## src/rtl/imm_decode_stage.sv

```systemverilog
// imm_decode_stage: registered RV immediate decoder with a DEPTH-entry
// valid/ready output FIFO and a saturating illegal-opcode counter.
// Optional feature macro: ZICSR_EN (decode CSR immediate forms as ZIMM).
module imm_decode_stage #(
   parameter int XLEN  = 32,
   parameter int DEPTH = 2,
   parameter int CNT_W = 16
) (
   input  logic             clk,
   input  logic             reset,
   input  logic             flush,
   input  logic             in_valid,
   output logic             in_ready,
   input  logic [31:0]      instr,
   output logic             out_valid,
   input  logic             out_ready,
   output logic [XLEN-1:0]  imm_out,
   output logic [2:0]       imm_type,
   output logic             illegal,
   output logic [CNT_W-1:0] illegal_cnt
);

   localparam int PW = (DEPTH > 1) ? $clog2(DEPTH) : 1;
   localparam int CW = $clog2(DEPTH + 1);

   localparam logic [2:0] T_NONE  = 3'd0;
   localparam logic [2:0] T_I     = 3'd1;
   localparam logic [2:0] T_S     = 3'd2;
   localparam logic [2:0] T_B     = 3'd3;
   localparam logic [2:0] T_U     = 3'd4;
   localparam logic [2:0] T_J     = 3'd5;
   localparam logic [2:0] T_SHAMT = 3'd6;
`ifdef ZICSR_EN
   localparam logic [2:0] T_ZIMM  = 3'd7;
`endif

   localparam logic [6:0] OPC_OP_IMM = 7'b0010011;
   localparam logic [6:0] OPC_LOAD   = 7'b0000011;
   localparam logic [6:0] OPC_JALR   = 7'b1100111;
   localparam logic [6:0] OPC_STORE  = 7'b0100011;
   localparam logic [6:0] OPC_BRANCH = 7'b1100011;
   localparam logic [6:0] OPC_LUI    = 7'b0110111;
   localparam logic [6:0] OPC_AUIPC  = 7'b0010111;
   localparam logic [6:0] OPC_JAL    = 7'b1101111;
   localparam logic [6:0] OPC_OP     = 7'b0110011;
   localparam logic [6:0] OPC_FENCE  = 7'b0001111;
   localparam logic [6:0] OPC_SYSTEM = 7'b1110011;

   typedef struct packed {
      logic [XLEN-1:0] imm;
      logic [2:0]      typ;
      logic            ill;
   } entry_t;

   // Sign-extend a 32-bit pre-extended immediate out to XLEN.
   function automatic logic [XLEN-1:0] sext32(input logic [31:0] v);
      logic signed [31:0] s;
      s = signed'(v);
      return XLEN'(s);
   endfunction

   // Shift amount field is one bit wider on RV64.
   function automatic logic [XLEN-1:0] shamt(input logic [31:0] ins);
      if (XLEN == 64) return XLEN'(ins[25:20]);
      else            return XLEN'(ins[24:20]);
   endfunction

   function automatic entry_t decode(input logic [31:0] ins);
      entry_t     e;
      logic [2:0] f3;
      e  = '0;
      f3 = ins[14:12];
      case (ins[6:0])
         OPC_OP_IMM: begin
            if (f3 == 3'b001 || f3 == 3'b101) begin
               e.typ = T_SHAMT;
               e.imm = shamt(ins);
            end else begin
               e.typ = T_I;
               e.imm = sext32({{20{ins[31]}}, ins[31:20]});
            end
         end
         OPC_LOAD, OPC_JALR: begin
            e.typ = T_I;
            e.imm = sext32({{20{ins[31]}}, ins[31:20]});
         end
         OPC_STORE: begin
            e.typ = T_S;
            e.imm = sext32({{20{ins[31]}}, ins[31:25], ins[11:7]});
         end
         OPC_BRANCH: begin
            e.typ = T_B;
            e.imm = sext32({{19{ins[31]}}, ins[31], ins[7], ins[30:25], ins[11:8], 1'b0});
         end
         OPC_LUI, OPC_AUIPC: begin
            e.typ = T_U;
            e.imm = sext32({ins[31:12], 12'b0});
         end
         OPC_JAL: begin
            e.typ = T_J;
            e.imm = sext32({{11{ins[31]}}, ins[31], ins[19:12], ins[20], ins[30:21], 1'b0});
         end
         OPC_SYSTEM: begin
`ifdef ZICSR_EN
            if (f3[2]) begin
               e.typ = T_ZIMM;
               e.imm = XLEN'(ins[19:15]);
            end
`endif
         end
         OPC_OP, OPC_FENCE: e.typ = T_NONE;
         default:           e.ill = 1'b1;
      endcase
      return e;
   endfunction

   // Saturating increment: the counter parks at all-ones.
   function automatic logic [CNT_W-1:0] sat_inc(input logic [CNT_W-1:0] c);
      return (c == '1) ? c : c + CNT_W'(1);
   endfunction

   function automatic logic [PW-1:0] ptr_inc(input logic [PW-1:0] p);
      return (p == PW'(DEPTH - 1)) ? '0 : p + PW'(1);
   endfunction

   entry_t          mem_q [DEPTH];
   entry_t          last_q, last_d;
   entry_t          dec_e, head_e, out_e;
   logic [PW-1:0]   wr_q, wr_d, rd_q, rd_d;
   logic [CW-1:0]   cnt_q, cnt_d;
   logic [CNT_W-1:0] icnt_q, icnt_d;
   logic            full, push, pop;

   assign dec_e     = decode(instr);
   assign head_e    = mem_q[rd_q];
   assign full      = (cnt_q == CW'(DEPTH));
   assign out_valid = (cnt_q != '0);
   assign in_ready  = !full || out_ready;
   assign push      = in_valid && in_ready;
   assign pop       = out_valid && out_ready;

   // While empty the outputs replay the last entry handed to the consumer.
   assign out_e       = out_valid ? head_e : last_q;
   assign imm_out     = out_e.imm;
   assign imm_type    = out_e.typ;
   assign illegal     = out_e.ill;
   assign illegal_cnt = icnt_q;

   // Next-state for pointers, occupancy, replay register and illegal counter.
   always_comb begin
      wr_d   = wr_q;
      rd_d   = rd_q;
      cnt_d  = cnt_q;
      last_d = last_q;
      icnt_d = icnt_q;
      if (pop) last_d = head_e;
      // Counted at acceptance, so instructions later flushed still count.
      if (push && dec_e.ill) icnt_d = sat_inc(icnt_q);
      if (flush) begin
         wr_d  = '0;
         rd_d  = '0;
         cnt_d = '0;
      end else begin
         if (push) wr_d = ptr_inc(wr_q);
         if (pop)  rd_d = ptr_inc(rd_q);
         case ({push, pop})
            2'b10:   cnt_d = cnt_q + CW'(1);
            2'b01:   cnt_d = cnt_q - CW'(1);
            default: cnt_d = cnt_q;
         endcase
      end
   end

   // Control and visible output state, cleared asynchronously.
   always_ff @(posedge clk or posedge reset) begin
      if (reset) begin
         wr_q   <= '0;
         rd_q   <= '0;
         cnt_q  <= '0;
         last_q <= '0;
         icnt_q <= '0;
      end else begin
         wr_q   <= wr_d;
         rd_q   <= rd_d;
         cnt_q  <= cnt_d;
         last_q <= last_d;
         icnt_q <= icnt_d;
      end
   end

   // Entry storage; contents are only meaningful while counted as occupied.
   always_ff @(posedge clk) begin
      if (push) mem_q[wr_q] <= dec_e;
   end

endmodule

```

## config.mk

```make
export PLATFORM = sky130hd
export DESIGN_NAME = imm_decode_stage
export DESIGN_NICKNAME = d
export VERILOG_FILES = /design/src/rtl/imm_decode_stage.sv
export SDC_FILE = /design/constraint.sdc
export NUM_CORES = 1
export LEC_CHECK = 0
export BUFFER_PORTS_ARGS = -buffer_cell sky130_fd_sc_hd__buf_2
export CAP_MARGIN = 20
export CORE_UTILIZATION = 61
export DETAILED_ROUTE_END_ITERATION = 12
export MAX_ROUTING_LAYER = met4
export PLACE_DENSITY_LB_ADDON = 0.1
export SYNTH_ARGS = -nofsm -noshare
export SYNTH_HDL_FRONTEND = slang
export SYNTH_SLANG_ARGS = --single-unit
```

## constraint.sdc

```tcl
create_clock -name clk -period 7.87 [get_ports clk]
set_input_delay 1.574 -clock clk [delete_from_list [all_inputs] [get_ports clk]]
set_output_delay 1.574 -clock clk [all_outputs]
set_load 0.01 [all_outputs]
```

==> impl_metrics.json <==
{
  "arrival_ns": 2.28,
  "die_h_microns": 99.11,
  "wire_per_inst_microns": 17.04,
  "setup_violations": 0,
  "setup_tns_ns": 0,
  "cts_tree": "yes",
  "grt_usage_pct": 26.69,
  "start_kind": "flip-flop",
  "cts_resized": 0,
  "gr-total-overflow": 0,
  "yosys_warnings": 0,
  "fin_crit_ns": 3.852,
  "path_clk_slew_ns": 0.06,
  "r2r-start": "illegal_cnt[0]$_DFFE_PP0P_",
  "synth.avg_cell_area_sq_um": 11.67,
  "antenna-diode-count": 0,
  "period_share_pct": 48.94,
  "drv_cap": 0,
  "synth-main-ff-cell": "edfxtp_1",
  "die_x_microns": 99.11,
  "antenna_found_initial": 0,
  "row_count": 35,
  "clock_path_buffers": 2,
  "rsz0062_at_grt": "no",
  "min_from": "last_q[10]$_DFFE_PP0P_",
  "nNetsFinal": 619,
  "drv_slew": 0,
  "synth.area.top_cells": "edfxtp_1, dfrtp_1, mux2i_1",
  "detail_route.wirelength_mm": 12.01,
  "hold_path.class": "flip-flop to flip-flop",
  "dr.pass1.iters": 4,
  "syn-cell-area_sq_mm": 0.005752,
  "clock_latency_ns": 0.52,
  "core-area_sq_mm": 0.009196,
  "relSlewSlack_pct": 34.41,
  "worst_pin_slew_ns": 0.9786,
  "crit_type": "flip-flop to primary output",
  "synth_top_cell_area_share_pct": 37.59,
  "cp-end-kind": "primary output",
  "synth_edf_count": 72,
  "async_flop_share_pct": 43.75,
  "io_buffers": 90,
  "grt_max_degree": 74,
  "post-cts-setup-buffer-count": 0,
  "cts_sinks": 128,
  "whs_path_depth": 2,
  "synth_area_leader_cell": "edfxtp_1",
  "fmax_ghz": 0.2596,
  "final_cell_mix": "buf_2, edfxtp_1, dfrtp_1",
  "clockRootBuffer": "clkbuf_8",
  "rrSetupSlack_ns": 5.56,
  "ys_ff_latch": 128,
  "place.gp.congestion": 0.8625,
  "p_per_area_mw_per_mm2": 279.6,
  "r2r_cells": 6,
  "fin_skew_ns": 0.009117,
  "drive_gt1_share_pct": 23.91,
  "status": "completed",
  "synth_sequential_area_ratio_pct": 61.95,
  "cts_buffers": 17,
  "ir_drop_mv": 0.1314,
  "grt_pass1_wl_mm": 19.28,
  "worstHoldEndpoint": "last_q[10]$_DFFE_PP0P_",
  "crit_fanout": 65,
  "drt_iter0_drc": 262,
  "area_delta_synth_final_pct": 19.23,
  "finalHoldViolations": 0,
  "p_leak_nw": 2.977,
  "ctsHoldBuffers": 0,
  "die_area_sq_mm": 0.009822,
  "drtAntennaViolNets": 0,
  "yosys.cell_types.count": 46,
  "first_global_vias": 3982,
  "drcViolationCount": 0,
  "ios": 91,
  "htree_levels": 4,
  "rr_endpoint": "illegal_cnt[1]$_DFFE_PP0P_",
  "final_util_pct": 74.57,
  "syn_nets": 531,
  "netlist_instances": 493,
  "num_vias": 4094,
  "hpwl_mm": 7.366,
  "final_common_cell": "buf_2",
  "start_util_pct": 62.54,
  "vias_per_cell": 5.807,
  "required_ns": 6.30
}
==> metal layers <==
metal  routed length (microns)  vias to the layer above  GRT usage (%)
li1                          -                     1962              -
met2                      5756                      137          40.29
met4                       244                        0          9.729
met5                         0                        -              -
met1                      5369                     1973          36.16
met3                       642                       22          5.833
==> flip-flops by register name (all words and copies together) (netlist names) <==
name,cells
cnt_q,2
illegal_cnt,16
last_q,36
mem_q,72
rd_q,1
wr_q,1
==> where the power goes <==
| part | internal [W] | switching [W] | total, W |
|---|---|---|---|
| combinational | 0.000132 | 0.000193 | 0.000325 |
| sequential | 0.000800 | 0.0000541 | 0.000854 |
| clock | 0.000428 | 0.000310 | 0.000738 |
| total | 0.00136 | 0.000558 | 0.00192 |
==> area by class of cell <==
class,count,area (sq um)
Clock buffer,17,414.1
Clock inverter,15,148.9
Fill cell,633,2338
Inverter,6,22.52
Multi-Input combinational cell,333,2056
Sequential cell,128,3565
Tap cell,111,138.9
Timing Repair Buffer,95,513.0
==> cell usage after synthesis (3+ instances only) <==
library cell,count
buf_2,4
nor3_1,4
mux2i_1,38
edfxtp_1,72
inv_1,6
nand3_1,14
and3_1,7
nor2_1,51
nand4_1,5
a31oi_1,3
xnor2_1,13
nand2_1,51
a21oi_1,38
clkbuf_1,19
a22o_1,6
xor2_1,3
o21ai_0,38
and2_1,9
or3b_1,3
a21o_1,20
dfrtp_1,56
==> kinds of logic after synthesis <==
logic type	after synthesis	share of synthesized area (%)
simple gates	162	13.51
flops	128	61.95
compound gates	114	12.38
mux	40	7.004
buf+inv	32	2.502
xor+xnor	16	2.436
fa+ha+maj	1	0.2175
==> how the worst max path moves through the flow <==
stage	startpoint	endpoint	slack, ns	depth (start not counted)
detailed placement	out_ready	in_ready	4.04	3
CTS	rd_q$_DFFE_PP0P_	imm_out[8]	3.93	3
floorplan	out_ready	mem_q[0][0]$_DFFE_PP_	4.05	3
global route	cnt_q[0]$_DFFE_PP0P_	imm_out[4]	3.85	5
finish	cnt_q[0]$_DFFE_PP0P_	imm_out[26]	4.02	5
global placement	out_ready	in_ready	4.07	3
==> critical path, cell delays in order, from the launching register on <==
cell	delay, ns
dfrtp_1	0.44
or2_2	0.27
buf_4	0.57
nor2_1	0.11
a21oi_1	0.19
buf_2	0.16
==> through the flow <==
stage / power [W] / cell area [sq um] / cells / setup slack (ns) / hold WS [ns]
global placement: 0.001172 / 6255 / 671 / 4.068 / 0.4622
CTS: 0.001922 / 6818 / 703 / 3.930 / 0.4851
floorplan: 0.001064 / 5752 / 493 / 4.050 / 0.4505
global route: 0.002004 / 6858 / 705 / 3.846 / 0.5087
detailed placement: 0.001187 / 6255 / 671 / 4.043 / 0.4715
finish: 0.001917 / 6858 / 705 / 4.018 / 0.4806
Power figures use the tool's default switching activity.
